--- src/rtl/pulse_cnt_pkg.sv ---
// Shared definitions for the multi-channel pulse counter.
// Contents:
//   - edge-mode encodings for i_edge_mode (11 decodes as rising);
//   - build limits on channel count and synchroniser depth.
package pulse_cnt_pkg;

  localparam logic [1:0] EDGE_RISE = 2'b00;
  localparam logic [1:0] EDGE_FALL = 2'b01;
  localparam logic [1:0] EDGE_BOTH = 2'b10;

  localparam int MAX_CH   = 16;
  localparam int MIN_SYNC = 2;
  localparam int MAX_SYNC = 3;

endpackage

--- src/rtl/pulse_counter_mc_if.sv ---
// Control/readout bundle of the multi-channel pulse counter.
// Inputs to the counter:
//   i_pulse, i_en, i_clr  per-channel raw line, count enable, clear
//   i_flt_len             filter stability length (0 acts as 1)
//   i_edge_mode           edge selection
//   i_sat                 saturate (1) or wrap (0)
//   i_snap, i_snap_clr    snapshot strobe, clear-after-capture
// Outputs from the counter:
//   o_cnt, o_snap         live and snapshot counters, ch0 in LSBs
//   o_snap_vld            one-cycle snapshot-updated pulse
//   o_ovf                 sticky per-channel overflow
// Modports: slave = counter side, master = driver/readout side.
interface pulse_counter_mc_if #(
  parameter int N_CH      = 4,
  parameter int CNT_WIDTH = 16,
  parameter int FLT_WIDTH = 4
);
  import pulse_cnt_pkg::*;

  logic [N_CH-1:0]           i_pulse;
  logic [N_CH-1:0]           i_en;
  logic [N_CH-1:0]           i_clr;
  logic [FLT_WIDTH-1:0]      i_flt_len;
  logic [1:0]                i_edge_mode;
  logic                      i_sat;
  logic                      i_snap;
  logic                      i_snap_clr;
  logic [N_CH*CNT_WIDTH-1:0] o_cnt;
  logic [N_CH*CNT_WIDTH-1:0] o_snap;
  logic                      o_snap_vld;
  logic [N_CH-1:0]           o_ovf;

  modport slave (
    input  i_pulse, i_en, i_clr, i_flt_len, i_edge_mode, i_sat, i_snap, i_snap_clr,
    output o_cnt, o_snap, o_snap_vld, o_ovf
  );

  modport master (
    output i_pulse, i_en, i_clr, i_flt_len, i_edge_mode, i_sat, i_snap, i_snap_clr,
    input  o_cnt, o_snap, o_snap_vld, o_ovf
  );

endinterface

--- src/rtl/pulse_filt_ch.sv ---
// One channel front end: synchroniser, glitch filter and edge detector.
// Ports:
//   i_clk, i_rst     clock, asynchronous active-high reset
//   i_pulse          raw asynchronous line
//   i_en             channel enable; when low the filter tracks the line silently
//   i_startup        high during the post-reset window; tracks silently as well
//   i_flt_len        stable cycles required (0 acts as 1)
//   i_edge_mode      edge selection, sampled when the filtered level flips
//   o_evt            combinational event, valid on the edge where the level flips
module pulse_filt_ch
  import pulse_cnt_pkg::*;
#(
  parameter int FLT_WIDTH   = 4,
  parameter int SYNC_STAGES = 2
) (
  input  logic                 i_clk,
  input  logic                 i_rst,
  input  logic                 i_pulse,
  input  logic                 i_en,
  input  logic                 i_startup,
  input  logic [FLT_WIDTH-1:0] i_flt_len,
  input  logic [1:0]           i_edge_mode,
  output logic                 o_evt
);

  logic [SYNC_STAGES-1:0] sync_p0;
  logic                   sync_out;
  logic                   lvl_q, lvl_nxt;
  logic [FLT_WIDTH-1:0]   fcnt_q, fcnt_nxt;
  logic [FLT_WIDTH:0]     fcnt_inc;
  logic [FLT_WIDTH:0]     len_eff;
  logic                   flip;

  assign sync_out = sync_p0[SYNC_STAGES-1];
  assign len_eff  = (i_flt_len == '0) ? (FLT_WIDTH+1)'(1) : {1'b0, i_flt_len};
  assign fcnt_inc = {1'b0, fcnt_q} + 1'b1;

  // Synchroniser stage boundary
  always_ff @(posedge i_clk or posedge i_rst) begin
    if (i_rst) sync_p0 <= '0;
    else       sync_p0 <= {sync_p0[SYNC_STAGES-2:0], i_pulse};
  end

  // The flip condition is fcnt+1 >= L, so lowering L at runtime below the
  // current count flips on the very next edge if the difference persists.
  always_comb begin
    lvl_nxt  = lvl_q;
    fcnt_nxt = fcnt_q;
    flip     = 1'b0;
    if (i_startup || !i_en) begin
      lvl_nxt  = sync_out;
      fcnt_nxt = '0;
    end else if (sync_out == lvl_q) begin
      fcnt_nxt = '0;
    end else if (fcnt_inc >= len_eff) begin
      lvl_nxt  = sync_out;
      fcnt_nxt = '0;
      flip     = 1'b1;
    end else begin
      fcnt_nxt = fcnt_inc[FLT_WIDTH-1:0];
    end
  end

  always_comb begin
    o_evt = 1'b0;
    case (i_edge_mode)
      EDGE_FALL: o_evt = flip & ~sync_out;
      EDGE_BOTH: o_evt = flip;
      default:   o_evt = flip & sync_out;
    endcase
  end

  // Filter state boundary
  always_ff @(posedge i_clk or posedge i_rst) begin
    if (i_rst) begin
      lvl_q  <= 1'b0;
      fcnt_q <= '0;
    end else begin
      lvl_q  <= lvl_nxt;
      fcnt_q <= fcnt_nxt;
    end
  end

endmodule

--- src/rtl/pulse_counter_mc.sv ---
// Multi-channel debounced pulse counter.
// Ports:
//   i_clk, i_rst  clock, asynchronous active-high reset
//   bus           pulse_counter_mc_if.slave: raw lines, enables, clears,
//                 filter length, edge mode, sat/wrap, snapshot control;
//                 live counters, snapshot, snapshot valid, overflow flags
// Startup: for SYNC_STAGES+1 cycles after reset release every filter tracks
// its synchronised line without producing events, so a line already high at
// reset is never counted.
module pulse_counter_mc
  import pulse_cnt_pkg::*;
#(
  parameter int N_CH        = 4,
  parameter int CNT_WIDTH   = 16,
  parameter int FLT_WIDTH   = 4,
  parameter int SYNC_STAGES = 2
) (
  input  logic                i_clk,
  input  logic                i_rst,
  pulse_counter_mc_if.slave   bus
);

  localparam logic [2:0] SU_LEN = 3'(SYNC_STAGES + 1);

  logic [2:0]                su_cnt;
  logic                      startup;
  logic [N_CH-1:0]           evt;
  logic [CNT_WIDTH-1:0]      cnt_q [N_CH];
  logic                      ovf_q [N_CH];
  logic [N_CH*CNT_WIDTH-1:0] cnt_flat;
  logic [N_CH-1:0]           ovf_flat;
  logic [N_CH*CNT_WIDTH-1:0] snap_q;
  logic                      snap_vld_p1;

  // Returns {overflow, next}; at all-ones either holds or wraps to zero.
  function automatic logic [CNT_WIDTH:0] cnt_step(input logic [CNT_WIDTH-1:0] v,
                                                  input logic sat);
    if (&v) return {1'b1, (sat ? v : {CNT_WIDTH{1'b0}})};
    else    return {1'b0, CNT_WIDTH'(v + 1'b1)};
  endfunction

  assign startup = (su_cnt < SU_LEN);

  always_ff @(posedge i_clk or posedge i_rst) begin
    if (i_rst)        su_cnt <= '0;
    else if (startup) su_cnt <= su_cnt + 1'b1;
  end

  for (genvar ch = 0; ch < N_CH; ch++) begin : g_ch
    logic [CNT_WIDTH:0] step;

    pulse_filt_ch #(
      .FLT_WIDTH   (FLT_WIDTH),
      .SYNC_STAGES (SYNC_STAGES)
    ) u_filt (
      .i_clk       (i_clk),
      .i_rst       (i_rst),
      .i_pulse     (bus.i_pulse[ch]),
      .i_en        (bus.i_en[ch]),
      .i_startup   (startup),
      .i_flt_len   (bus.i_flt_len),
      .i_edge_mode (bus.i_edge_mode),
      .o_evt       (evt[ch])
    );

    assign step = cnt_step(cnt_q[ch], bus.i_sat);

    // Counter boundary: clear beats snapshot-clear beats increment
    always_ff @(posedge i_clk or posedge i_rst) begin
      if (i_rst) begin
        cnt_q[ch] <= '0;
        ovf_q[ch] <= 1'b0;
      end else if (bus.i_clr[ch]) begin
        cnt_q[ch] <= '0;
        ovf_q[ch] <= 1'b0;
      end else if (bus.i_snap && bus.i_snap_clr) begin
        cnt_q[ch] <= CNT_WIDTH'(evt[ch]);
      end else if (evt[ch]) begin
        cnt_q[ch] <= step[CNT_WIDTH-1:0];
        if (step[CNT_WIDTH]) ovf_q[ch] <= 1'b1;
      end
    end
  end

  always_comb begin
    cnt_flat = '0;
    ovf_flat = '0;
    for (int i = 0; i < N_CH; i++) begin
      cnt_flat[i*CNT_WIDTH +: CNT_WIDTH] = cnt_q[i];
      ovf_flat[i]                        = ovf_q[i];
    end
  end

  // Snapshot boundary: captures the pre-update live value of every channel
  always_ff @(posedge i_clk or posedge i_rst) begin
    if (i_rst) begin
      snap_q      <= '0;
      snap_vld_p1 <= 1'b0;
    end else begin
      snap_vld_p1 <= bus.i_snap;
      if (bus.i_snap) snap_q <= cnt_flat;
    end
  end

  assign bus.o_cnt      = cnt_flat;
  assign bus.o_ovf      = ovf_flat;
  assign bus.o_snap     = snap_q;
  assign bus.o_snap_vld = snap_vld_p1;

endmodule
--- src/flat_wrapper.sv ---
// flat-port wrapper written by rule: the top's interface ports become plain ports
module pulse_counter_mc_flat import pulse_cnt_pkg::*;
#(
  parameter int N_CH        = 4,
  parameter int CNT_WIDTH   = 16,
  parameter int FLT_WIDTH   = 4,
  parameter int SYNC_STAGES = 2
)
  (i_clk, i_rst, bus_i_pulse, bus_i_en, bus_i_clr, bus_i_flt_len, bus_i_edge_mode, bus_i_sat, bus_i_snap, bus_i_snap_clr, bus_o_cnt, bus_o_snap, bus_o_snap_vld, bus_o_ovf);
  pulse_counter_mc_if #(.N_CH(N_CH), .CNT_WIDTH(CNT_WIDTH), .FLT_WIDTH(FLT_WIDTH)) bus_i ();
  input  logic i_clk;
  input  logic i_rst;
  input wire logic [$bits(bus_i.i_pulse)-1:0] bus_i_pulse;
  input wire logic [$bits(bus_i.i_en)-1:0] bus_i_en;
  input wire logic [$bits(bus_i.i_clr)-1:0] bus_i_clr;
  input wire logic [$bits(bus_i.i_flt_len)-1:0] bus_i_flt_len;
  input wire logic [$bits(bus_i.i_edge_mode)-1:0] bus_i_edge_mode;
  input wire logic [$bits(bus_i.i_sat)-1:0] bus_i_sat;
  input wire logic [$bits(bus_i.i_snap)-1:0] bus_i_snap;
  input wire logic [$bits(bus_i.i_snap_clr)-1:0] bus_i_snap_clr;
  output wire logic [$bits(bus_i.o_cnt)-1:0] bus_o_cnt;
  output wire logic [$bits(bus_i.o_snap)-1:0] bus_o_snap;
  output wire logic [$bits(bus_i.o_snap_vld)-1:0] bus_o_snap_vld;
  output wire logic [$bits(bus_i.o_ovf)-1:0] bus_o_ovf;
  assign bus_i.i_pulse = bus_i_pulse;
  assign bus_i.i_en = bus_i_en;
  assign bus_i.i_clr = bus_i_clr;
  assign bus_i.i_flt_len = bus_i_flt_len;
  assign bus_i.i_edge_mode = bus_i_edge_mode;
  assign bus_i.i_sat = bus_i_sat;
  assign bus_i.i_snap = bus_i_snap;
  assign bus_i.i_snap_clr = bus_i_snap_clr;
  assign bus_o_cnt = bus_i.o_cnt;
  assign bus_o_snap = bus_i.o_snap;
  assign bus_o_snap_vld = bus_i.o_snap_vld;
  assign bus_o_ovf = bus_i.o_ovf;
  pulse_counter_mc #(.N_CH(N_CH), .CNT_WIDTH(CNT_WIDTH), .FLT_WIDTH(FLT_WIDTH), .SYNC_STAGES(SYNC_STAGES)) u_core (.i_clk(i_clk), .i_rst(i_rst), .bus(bus_i));
endmodule
--- config.mk ---
export PLATFORM = sky130hd
export DESIGN_NAME = pulse_counter_mc_flat
export DESIGN_NICKNAME = d
export VERILOG_FILES = /design/src/rtl/pulse_cnt_pkg.sv /design/src/rtl/pulse_counter_mc_if.sv /design/src/rtl/pulse_filt_ch.sv /design/src/rtl/pulse_counter_mc.sv /design/src/flat_wrapper.sv
export SDC_FILE = /design/constraint.sdc
export NUM_CORES = 1
export LEC_CHECK = 0
export ABC_CLOCK_PERIOD_IN_PS = 7400
export CAP_MARGIN = 5
export CORE_MARGIN = 2
export CORE_UTILIZATION = 35
export CTS_CLUSTER_SIZE = 25
export DETAILED_ROUTE_END_ITERATION = 8
export PLACE_DENSITY = 0.69
export SLEW_MARGIN = 5
export SYNTH_ARGS = -nofsm -noshare
export SYNTH_HDL_FRONTEND = slang
export SYNTH_SLANG_ARGS = --single-unit
--- constraint.sdc ---
create_clock -name i_clk -period 7.4 [get_ports i_clk]
set_input_delay 1.11 -clock i_clk [delete_from_list [all_inputs] [get_ports i_clk]]
set_output_delay 1.11 -clock i_clk [all_outputs]
set_load 0.05 [all_outputs]
======== Word level (Yosys, flattened, before mapping) ========
Index checks and enable logic that the tools add are counted.
cells by class
  add/subtract/negate cells ............... 9
  magnitude comparators ................... 5
  eq/ne operators ......................... 18
  muxes and demuxes ....................... 74
  bitwise gates (word level) .............. 12
  reductions and logical operators ........ 42
operators with widths
  cell                                                   count
  2-to-1 mux 16 bit                                      13
  2-to-1 mux 17 bit                                      4
  adder 16 x 1 -> 16 bit, second input constant          4
  AND reduction 16 bit                                   4
  2-to-1 mux 4 bit                                       13
  2-to-1 mux 1 bit                                       40
  nonzero test 2 bit                                     12
  adder 4 x 1 -> 5 bit, second input constant            4
  inequality test 2 bit, second input constant           8
  AND reduction 2 bit                                    8
  greater-or-equal comparator 5 bit                      3
  inequality test 4 x 3 -> 1 bit, second input constant  3
  AND reduction 3 bit                                    4
  nonzero test 3 bit                                     4
  AND 1 bit                                              8
  case mux 1 bit (2 select lines)                        4
  greater-or-equal comparator 5 x 4 -> 1 bit             1
  equality test 1 bit                                    4
  zero test 1 bit                                        4
  zero test 4 bit                                        1
  logical OR 1 bit                                       4
  inequality test 4 bit, second input constant           1
  NOT 1 bit                                              4
  adder 3 x 1 -> 3 bit, second input constant            1
  4 further kinds                                        4
word-level totals
  register bits after elaboration ......... 164
  input bits .............................. 23
  output and inout bits ................... 133
  logic and storage cells ................. 183

======== Depth between registers and ports, before layout ========
Gate-level depths: netlist of the first run.
  word-level depth ........................ 11
  depth in mapped cells ................... 12
  gate-level depth less buffers ........... 10

======== By module ========
Synthesis of the first run repeated with hierarchy kept, for this count alone.
second synthesis, totals
  cell total of the unflattened synthesis .. 772
  area total of the unflattened synthesis .. 8205.4 µm²
modules (own cells, without submodules)
  module            times used  cells an instance  area each (µm²)  sequential area each (µm²)
  pulse_counter_mc  1           600                6483.7           3403.3
  pulse_filt_ch     4           43                 430.4            175.2

======== Least setup slack after synthesis of the first run ========
No wires, ideal clock.
  path kind ............................... input -> register
  start point ............................. in bus_i_flt_len[3]
  end point ............................... reg u_core.cnt_q, in the netlist u_core.bus.o_cnt[39]
  library setup time ...................... 0.125 ns
  arrival time ............................ 3.578 ns
  required time ........................... 7.275 ns
  path slack .............................. 3.697 ns
  stages .................................. 11
  buffers on the path ..................... 1
  cells stage by stage .................... buf_2 inv_1 a31o_2 ha_1 nand2b_1 a21o_1 maj3_1 o21ai_2 o21ai_0 nand4_1 mux2_2
between the ends
  word-level cells in the longest chain between the ends .. 10
  elaborated cells on any way between the ends .. 11
  classes of those cells .................. 1 x order compare; 5 x mux; 2 x bitwise; 3 x reduce/logical
ends and longest elaborated chain
  item                                 line                                      text
  start, declared                      flat_wrapper.sv:16                        input wire logic [$bits(bus_i.i_flt_len)-1:0] bus_i_flt_len;
  zero test 4 bit                      pulse_filt_ch.sv:35                       assign len_eff = (i_flt_len == '0) ? (FLT_WIDTH+1)'(1) : {1'b0, i_flt_len};
  2-to-1 mux 4 bit *                   pulse_filt_ch.sv:35
  greater-or-equal comparator 5 bit *  pulse_filt_ch.sv:55                       end else if (fcnt_inc >= len_eff) begin
  2-to-1 mux 1 bit *                   pulse_filt_ch.sv:55
  2-to-1 mux 1 bit *                   pulse_filt_ch.sv:53                       end else if (sync_out == lvl_q) begin
  2-to-1 mux 1 bit *                   pulse_filt_ch.sv:50                       if (i_startup || !i_en) begin
  AND 1 bit, on equally long branches  pulse_filt_ch.sv:69, pulse_filt_ch.sv:67
  case mux 1 bit (2 select lines) *    pulse_filt_ch.sv:66                       case (i_edge_mode)
  nonzero test 3 bit (no line) *       -
  AND reduction 2 bit (no line) *      -
  end signal, assigned by index        pulse_counter_mc.sv:77                    cnt_q[ch] <= CNT_WIDTH'(evt[ch]);
  end signal, assigned by index        pulse_counter_mc.sv:79                    cnt_q[ch] <= step[CNT_WIDTH-1:0];
  end, declared                        pulse_counter_mc.sv:28                    logic [CNT_WIDTH-1:0] cnt_q [N_CH];
Every way passes the cells marked *; elsewhere a longest branch is shown, timed or not.
A chain may end at the register's enable or synchronous reset.

======== Worst setup path in the final report of the first run ========
  start point ............................. in bus_i_flt_len[3]
  end point ............................... reg u_core.cnt_q, in the netlist u_core.bus.o_cnt[25]
The elaborated chain is that of the path after synthesis.

==> summary.txt, run 1 <==
Outcome
  – Status: finished, final reports clean

Route
  – Post-DRT Antenna Nets: 0
  – Avg WL per Cell: 16.4 um
  – DR iter-0 viols: 427
  – DR DRC count: 0
  – Vias after detailed routing: 6415
  – DRT Pass-1 Iters: 5
  – Total Wirelength: 19700 um
  – DR vias/cell: 5.36

Logic synthesis
  – Avg Cell Area, Syn: 10.7 um^2
  – Synth warn: 0
  – Sequential area share after synthesis: 51.4%
  – Gate Count Post-Synth: 746
  – Number of synthesized flops with an enable pin: 0
  – Net count after synthesis: 786
  – Seq cells post-synth: 164
  – Ys flop type: dfrtp_1
  – Share of synthesized registers carrying an async set or reset: 100%
  – Post-Synthesis Cell Area: 0.00799 mm^2
  – Post-synthesis cell type count: 61

Worst setup path
  – Startpoint types: primary input
  – RR Endpoint: u_core.bus.o_cnt[25]$_DFFE_PP0P_
  – Critical path required time: 7.75 ns
  – Critical Path AT: 4.86 ns
  – RR Startpoint: u_core.g_ch[1].u_filt.fcnt_q[0]$_DFF_PP0_
  – Crit Path Class: primary input to flop
  – Critical Path Sink: u_core.bus.o_cnt[25]$_DFFE_PP0P_
  – Critical path peak fanout: 12
  – Crit. End Element: flop
  – R2r setup slk: 4.11 ns
  – CP startpoint: bus_i_flt_len[3]
  – Reg2reg path depth: 8

Worst hold path
  – HP Class: flop to flop

Floorplan
  – Die area: 0.0240 mm^2
  – Die Y: 155 um
  – Rows: 55
  – Core area: 0.0225 mm^2
  – # IOs: 156
  – Die Width: 155 um
  – Starting density of the core: 35.5%

Power and ir drop
  – Pwr per Cell Area: 184 mW/mm^2
  – Leakage: 4.43 nW
  – Worst IR drop on VDD: 145 uV

STA
  – Setup Skew: 0.0150 ns
  – Max-slew headroom: 37.7%
  – Tcrit/Tclk final: 61.0%
  – Fin crit period: 4.51 ns
  – Final Hold Viols: 0
  – Worst Tran Pin Value: 0.935 ns
  – Final setup violation count: 0
  – Count of pins over their slew limit: 0
  – Final worst setup slack: 2.89 ns
  – Setup TNS: 0 ns
  – Fmax achieved: 0.222 GHz
  – RSZ-0062 raised after global routing: no

Cells and area
  – Ant diodes: 0
  – Share of cells above drive strength 1: 13.1%
  – Final net count: 938
  – Post-route cell area: 0.0104 mm^2
  – Layout area overhead: 30.1%
  – Layout fillers: 2057

CTS
  – Post-CTS sizing: 0
  – CTS max path bufs: 2
  – Worst skew pair latency: 0.44 ns
  – Post-CTS Setup Inserts: 0
  – Clock root cell: clkbuf_16
  – CTS tree: built
  – Clock transition at the registers of the reported paths: 0.07 ns
  – CTS sink cnt: 164
  – H-Tree Depth: 4
  – CTS buffer count: 17
  – Post-CTS Hold Buffers: 0

Global routing
  – Tot GR Track Use: 17.0%
  – Initial antenna violation count: 0
  – First-pass GRT wire length: 32900 um
  – Largest net degree at the start of global routing: 101
  – Gr ovfl total: 0
  – Vias in the first global route: 6286

Place
  – RD Place Congestion: 0.836
  – Post-DP HPWL: 13600 um
  – Port buffer count: 155
  – Placement Setup Slack: 2.47 ns
  – Placed cell areas: 0.00982 mm^2

Run
  – Max-cap violation count: 0
[how the worst min path moves through the flow]
stage	from	to	slack [ns]	depth (start not counted)
after floorplan	u_core.g_ch[0].u_filt.sync_p0[0]$_DFF_PP0_	u_core.g_ch[0].u_filt.sync_p0[1]$_DFF_PP0_	0.33	0
after global placement	u_core.g_ch[0].u_filt.sync_p0[0]$_DFF_PP0_	u_core.g_ch[0].u_filt.sync_p0[1]$_DFF_PP0_	0.33	0
after detailed placement	u_core.g_ch[0].u_filt.sync_p0[0]$_DFF_PP0_	u_core.g_ch[0].u_filt.sync_p0[1]$_DFF_PP0_	0.34	0
after CTS	u_core.g_ch[0].u_filt.sync_p0[0]$_DFF_PP0_	u_core.g_ch[0].u_filt.sync_p0[1]$_DFF_PP0_	0.35	0
after global routing	u_core.g_ch[2].u_filt.sync_p0[0]$_DFF_PP0_	u_core.g_ch[2].u_filt.sync_p0[1]$_DFF_PP0_	0.35	0
final	u_core.g_ch[0].u_filt.sync_p0[0]$_DFF_PP0_	u_core.g_ch[0].u_filt.sync_p0[1]$_DFF_PP0_	0.35	0
[per-stage QoR]
stage,util [%],hold WS [ns],power [W],cells
finish,46.2,0.349,0.00191,1196
global route,46.2,0.351,0.00199,1196
CTS,46.2,0.350,0.00194,1196
detailed placement,43.7,0.336,0.00106,1164
global placement,43.7,0.333,0.00106,1164
floorplan,-,0.331,0.00101,746
[where the power goes]
group | total, W | leakage [nW] | internal, W | switching, W
logic | 0.000125 | 1.90 | 0.0000448 | 0.0000800
registers | 0.000914 | 2.25 | 0.000905 | 0.00000825
clock network | 0.000871 | 0.278 | 0.000472 | 0.000399
total | 0.00191 | 4.43 | 0.00142 | 0.000487
[state kept, by name, indices dropped and copies added (netlist names)]
register	flops
u_core.bus.o_cnt	64
u_core.bus.o_snap	64
u_core.g_ch.u_filt.fcnt_q	16
u_core.g_ch.u_filt.sync_p0	8
u_core.bus.o_ovf	4
u_core.g_ch.u_filt.lvl_q	4
u_core.su_cnt	3
u_core.bus.o_snap_vld	1
[worst max-delay path, stage by stage]
cell             delay (ns)
clkdlybuf4s50_1        0.72
inv_1                  0.20
a31o_2                 0.31
ha_1                   0.27
nand2b_1               0.09
a21oi_1                0.06
maj3_1                 0.38
a21oi_2                0.52
nand2_1                0.35
or4b_2                 0.68
a21oi_1                0.15
[synth_stat cells, types with 3 or more instances]
master,n,area (um^2)
a211oi_1,6,45.0
a21o_1,4,30.0
a21oi_1,37,185
a22oi_1,3,22.5
a31oi_1,6,37.5
a32o_1,4,40.0
a32oi_1,4,35.0
a41o_1,3,30.0
and2_1,10,62.6
and3_1,16,100
and4_1,5,43.8
clkbuf_1,22,82.6
dfrtp_1,164,4100
ha_1,17,213
inv_1,21,78.8
maj3_1,3,30.0
mux2_2,70,788
mux2i_1,13,130
nand2_1,37,139
nand2b_1,14,87.6
nand3_1,45,225
nand3b_1,9,67.6
nand4_1,19,119
nor2_1,69,259
nor2b_1,10,62.6
nor3_1,12,60.1
nor4_1,4,25.0
o211ai_1,4,30.0
o21a_1,5,37.5
o21ai_0,28,140
o31ai_1,6,45.0
or2_2,3,18.8
or3_1,11,68.8
or4_1,6,45.0
xnor2_1,14,123
xor2_1,11,96.3
[cell families after synthesis]
family	synth area share [%]
DFF	51.4
buffers and inverters	2.19
and+or+nand+nor	18.1
muxes	11.5
xor gates and xnor gates	2.74
adders and majority gates	3.18
AOI/OAI and AO/OA	10.9
[cells in the final DEF, fill, tap and decap left out, drive strengths merged, types with 7 or more instances in the layout]
master         Yosys  final
a21oi             38     38
and2              10     10
and3              16     16
clkbuf            22     17
clkdlybuf4s50      0    154
dfrtp            164    164
ha                17     17
inv               21     29
mux2              70     70
mux2i             13     13
nand2             37     37
nand2b            14     14
nand3             45     45
nand3b             9      9
nand4             19     19
nor2              69     69
nor2b             10     10
nor3              12     12
o21ai             31     31
o31ai              7      7
or3               11     11
xnor2             14     14
xor2              11     11
[layout make-up]
type	instances	area, um^2	area share [%]
Multi-Input combinational cell	536	3710	35.7
Clock buffer	17	425	4.09
Timing Repair Buffer	158	1570	15.1
Clock inverter	15	141	1.36
Inverter	21	83.8	0.807
Tap cell	285	357	3.43
Sequential cell	164	4100	39.5
[routing by layer]
layer | vias to the layer above | routed length (um) | GRT usage [%] | share of wire (%)
li1 | 3040 | - | - | -
met1 | 3176 | 9020 | 22.8 | 46
met2 | 165 | 9280 | 26.7 | 47
met3 | 34 | 821 | 3.29 | 4.2
met4 | 0 | 543 | 7.45 | 2.8
met5 | - | 0 | 0 | 0
(Power assumes the default switching activity.)
==> run 2, diff against run 1 <==
- ABC_CLOCK_PERIOD_IN_PS: 7400 -> 4100
- PLACE_DENSITY: 0.69 -> 0.71
- clock period: 7.4 -> 4.1 ns (I/O delays scaled with it)
==> run 2 against run 1 <==
Register-to-register slack got worse by 2.9 ns. First-iteration DRC count fell by 11%. Global-route usage barely moved. Sequential cell count did not move. Core utilization rose by 0.36 points. Via count fell by 0.86%. Clock skew fell by 0.0019 ns. Worst hold slack improved by 0.0027 ns. Largest cell class unchanged.
==> summary.txt, run 2 (synthesis results as in run 1) <==
Worst hold path
  – HP Class: flop to flop
  – Hold_sp: u_core.g_ch[2].u_filt.sync_p0[0]$_DFF_PP0_

CTS
  – Clock transition at the registers of the reported paths: 0.07 ns (about the same)
  – Clock root cell: clkbuf_16
  – CTS buffer count: 17 (unchanged)
  – Post-CTS Setup Inserts: 0 (unchanged)
  – Post-CTS Hold Buffers: 0 (unchanged)
  – CTS sink cnt: 164 (unchanged)
  – CTS max path bufs: 2 (unchanged)
  – CTS tree: built
  – Post-CTS sizing: 0 (unchanged)
  – Worst skew pair latency: 0.43 ns (about the same)
  – H-Tree Depth: 4 (unchanged)

Cells and area
  – Area of the multi-input gates: 0.00371 mm^2 (unchanged)
  – Post-route cell area: 0.0105 mm^2 (+0.77%)
  – Most frequent cells in the layout: dfrtp_1 (164), clkdlybuf4s50_1 (154), mux2_2 (70)
  – Ant diodes: 0 (unchanged)
  – Layout area overhead: 31.1%
  – Final net count: 946 (+0.85%)
  – Sequential Area: 0.00410 mm^2 (unchanged)
  – Most common cell after layout, fill and taps aside: dfrtp_1
  – Share of cells above drive strength 1: 13.6% (+0.55 points)
  – Layout fillers: 2067 (+0.49%)

Floorplan
  – Die Y: 155 um (unchanged)
  – Starting density of the core: 35.5% (unchanged)
  – Core area: 0.0225 mm^2 (unchanged)
  – Die Width: 155 um (unchanged)
  – # IOs: 156 (unchanged)
  – Die area: 0.0240 mm^2 (unchanged)
  – Rows: 55 (unchanged)

Route
  – Avg WL per Cell: 16.5 um (+0.13%)
  – Post-DRT Antenna Nets: 0 (unchanged)
  – DR DRC count: 0 (unchanged)
  – DR vias/cell: 5.29 (-1.4%)
  – Vias after detailed routing: 6360 (-0.86%)
  – DR iter-0 viols: 382 (-11%)
  – DRT Pass-1 Iters: 5 (unchanged)
  – Total Wirelength: 19800 um (+0.72%)

Place
  – Placed cell areas: 0.00990 mm^2 (+0.73%)
  – Port buffer count: 155 (unchanged)
  – Post-DP HPWL: 13600 um (-0.12%)
  – RD Place Congestion: 0.833 (-0.34%)

Worst setup path
  – Critical path required time: 4.45 ns (-3.30 ns)
  – Startpoint types: primary input
  – R2r setup slk: 1.21 ns (-2.90 ns)
  – Crit Path Class: primary input to flop
  – Crit. End Element: flop
  – RR Endpoint: u_core.bus.o_cnt[7]$_DFFE_PP0P_
  – Critical Path AT: 3.63 ns (-1.23 ns)
  – Reg2reg path depth: 8 (unchanged)
  – RR Startpoint: u_core.g_ch[0].u_filt.fcnt_q[0]$_DFF_PP0_
  – Critical path peak fanout: 18 (+6)
  – CP startpoint: bus_i_flt_len[3]
  – Critical Path Sink: u_core.bus.o_cnt[7]$_DFFE_PP0P_

Global routing
  – Initial antenna violation count: 0 (unchanged)
  – Met1 Use GR: 22.4% (-0.44 points)
  – First-pass GRT wire length: 32500 um (-1.0%)
  – Met2 usage: 27.8% (+1.1 points)
  – Met3 GRT Util: 3.51% (+0.22 points)
  – Most Crowded Layer GR: met2
  – Gr ovfl total: 0 (unchanged)
  – Vias in the first global route: 6142 (-2.3%)
  – Tot GR Track Use: 16.9% (-0.023 points)
  – Largest net degree at the start of global routing: 165 (+63%)

STA
  – Fmax achieved: 0.304 GHz
  – Final Hold Viols: 0 (unchanged)
  – Tcrit/Tclk final: 80.1%
  – Setup TNS: 0 ns (unchanged)
  – Setup Skew: 0.0131 ns (-0.00187 ns)
  – Count of pins over their slew limit: 0 (unchanged)
  – Fin crit period: 3.28 ns
  – RSZ-0062 raised after global routing: no
  – Max-slew headroom: 34.7% (-3.0 points)
  – Worst Tran Pin Value: 0.980 ns (+0.0451 ns)
  – Final setup violation count: 0 (unchanged)

Run
  – Max-cap violation count: 0 (unchanged)

Power and ir drop
  – Worst IR drop on VDD: 248 uV (+71%)
  – Pwr per Cell Area: 332 mW/mm^2 (+81%)
  – Leakage: 4.47 nW (+0.88%)

Outcome
  – Status: finished, final reports clean
-- run 2: cell type report --
cell class / instances / share of cell area (%)
timing repair buffer: 166 / 15.7
inverter: 21 / 0.789
clock buffer: 18 / 4.10
multi-input combinational: 536 / 35.4
sequential: 164 / 39.2
clock inverter: 13 / 1.40
tap: 285 / 3.41
-- run 2: worst min-delay path by stage --
| stage | to | cells after the start |
|---|---|---|
| after global placement | u_core.g_ch[0].u_filt.sync_p0[1]$_DFF_PP0_ | 0 |
| final | u_core.g_ch[2].u_filt.sync_p0[1]$_DFF_PP0_ | 0 |
| after floorplan | u_core.g_ch[0].u_filt.sync_p0[1]$_DFF_PP0_ | 0 |
| after global routing | u_core.g_ch[3].u_filt.sync_p0[1]$_DFF_PP0_ | 0 |
| after detailed placement | u_core.g_ch[2].u_filt.sync_p0[1]$_DFF_PP0_ | 0 |
| after CTS | u_core.g_ch[3].u_filt.sync_p0[1]$_DFF_PP0_ | 0 |
-- run 2: metrics by stage --
step           std cells  setup WS (ns)  utilization (%)  total power [W]  hold WS, ns
2_1_floorplan        746          0.892                -          0.00183        0.331
3_3_place_gp        1172          0.419             44.0          0.00191        0.333
3_5_place_dp        1172          0.369             44.0          0.00192        0.336
4_1_cts             1203          0.826             46.5          0.00353        0.354
5_1_grt             1203          0.658             46.5          0.00363        0.365
6_report            1203          0.816             46.5          0.00348        0.352
-- run 2: report_power, final --
group          internal [W]  switching, W
Combinational     0.0000865      0.000146
Clock              0.000904      0.000692
Sequential          0.00163     0.0000153
Total               0.00263      0.000854
-- run 2: per-layer routing --
metal / vias up / share of wire, %
met3: 18 / 4.4
met2: 162 / 48
li1: 3045 / -
met1: 3135 / 46
met5: - / 0
met4: 0 / 1.6
-- run 2: worst max-delay path, stage by stage --
cell and delay, ns:
clkdlybuf4s50_1 0.49, inv_1 0.11, a31o_2 0.29, ha_1 0.27, nand2b_1 0.09, a21oi_1 0.07, maj3_2 0.31, a221o_1 0.35
o21a_1 0.37, or4_1 0.52, a21oi_1 0.15
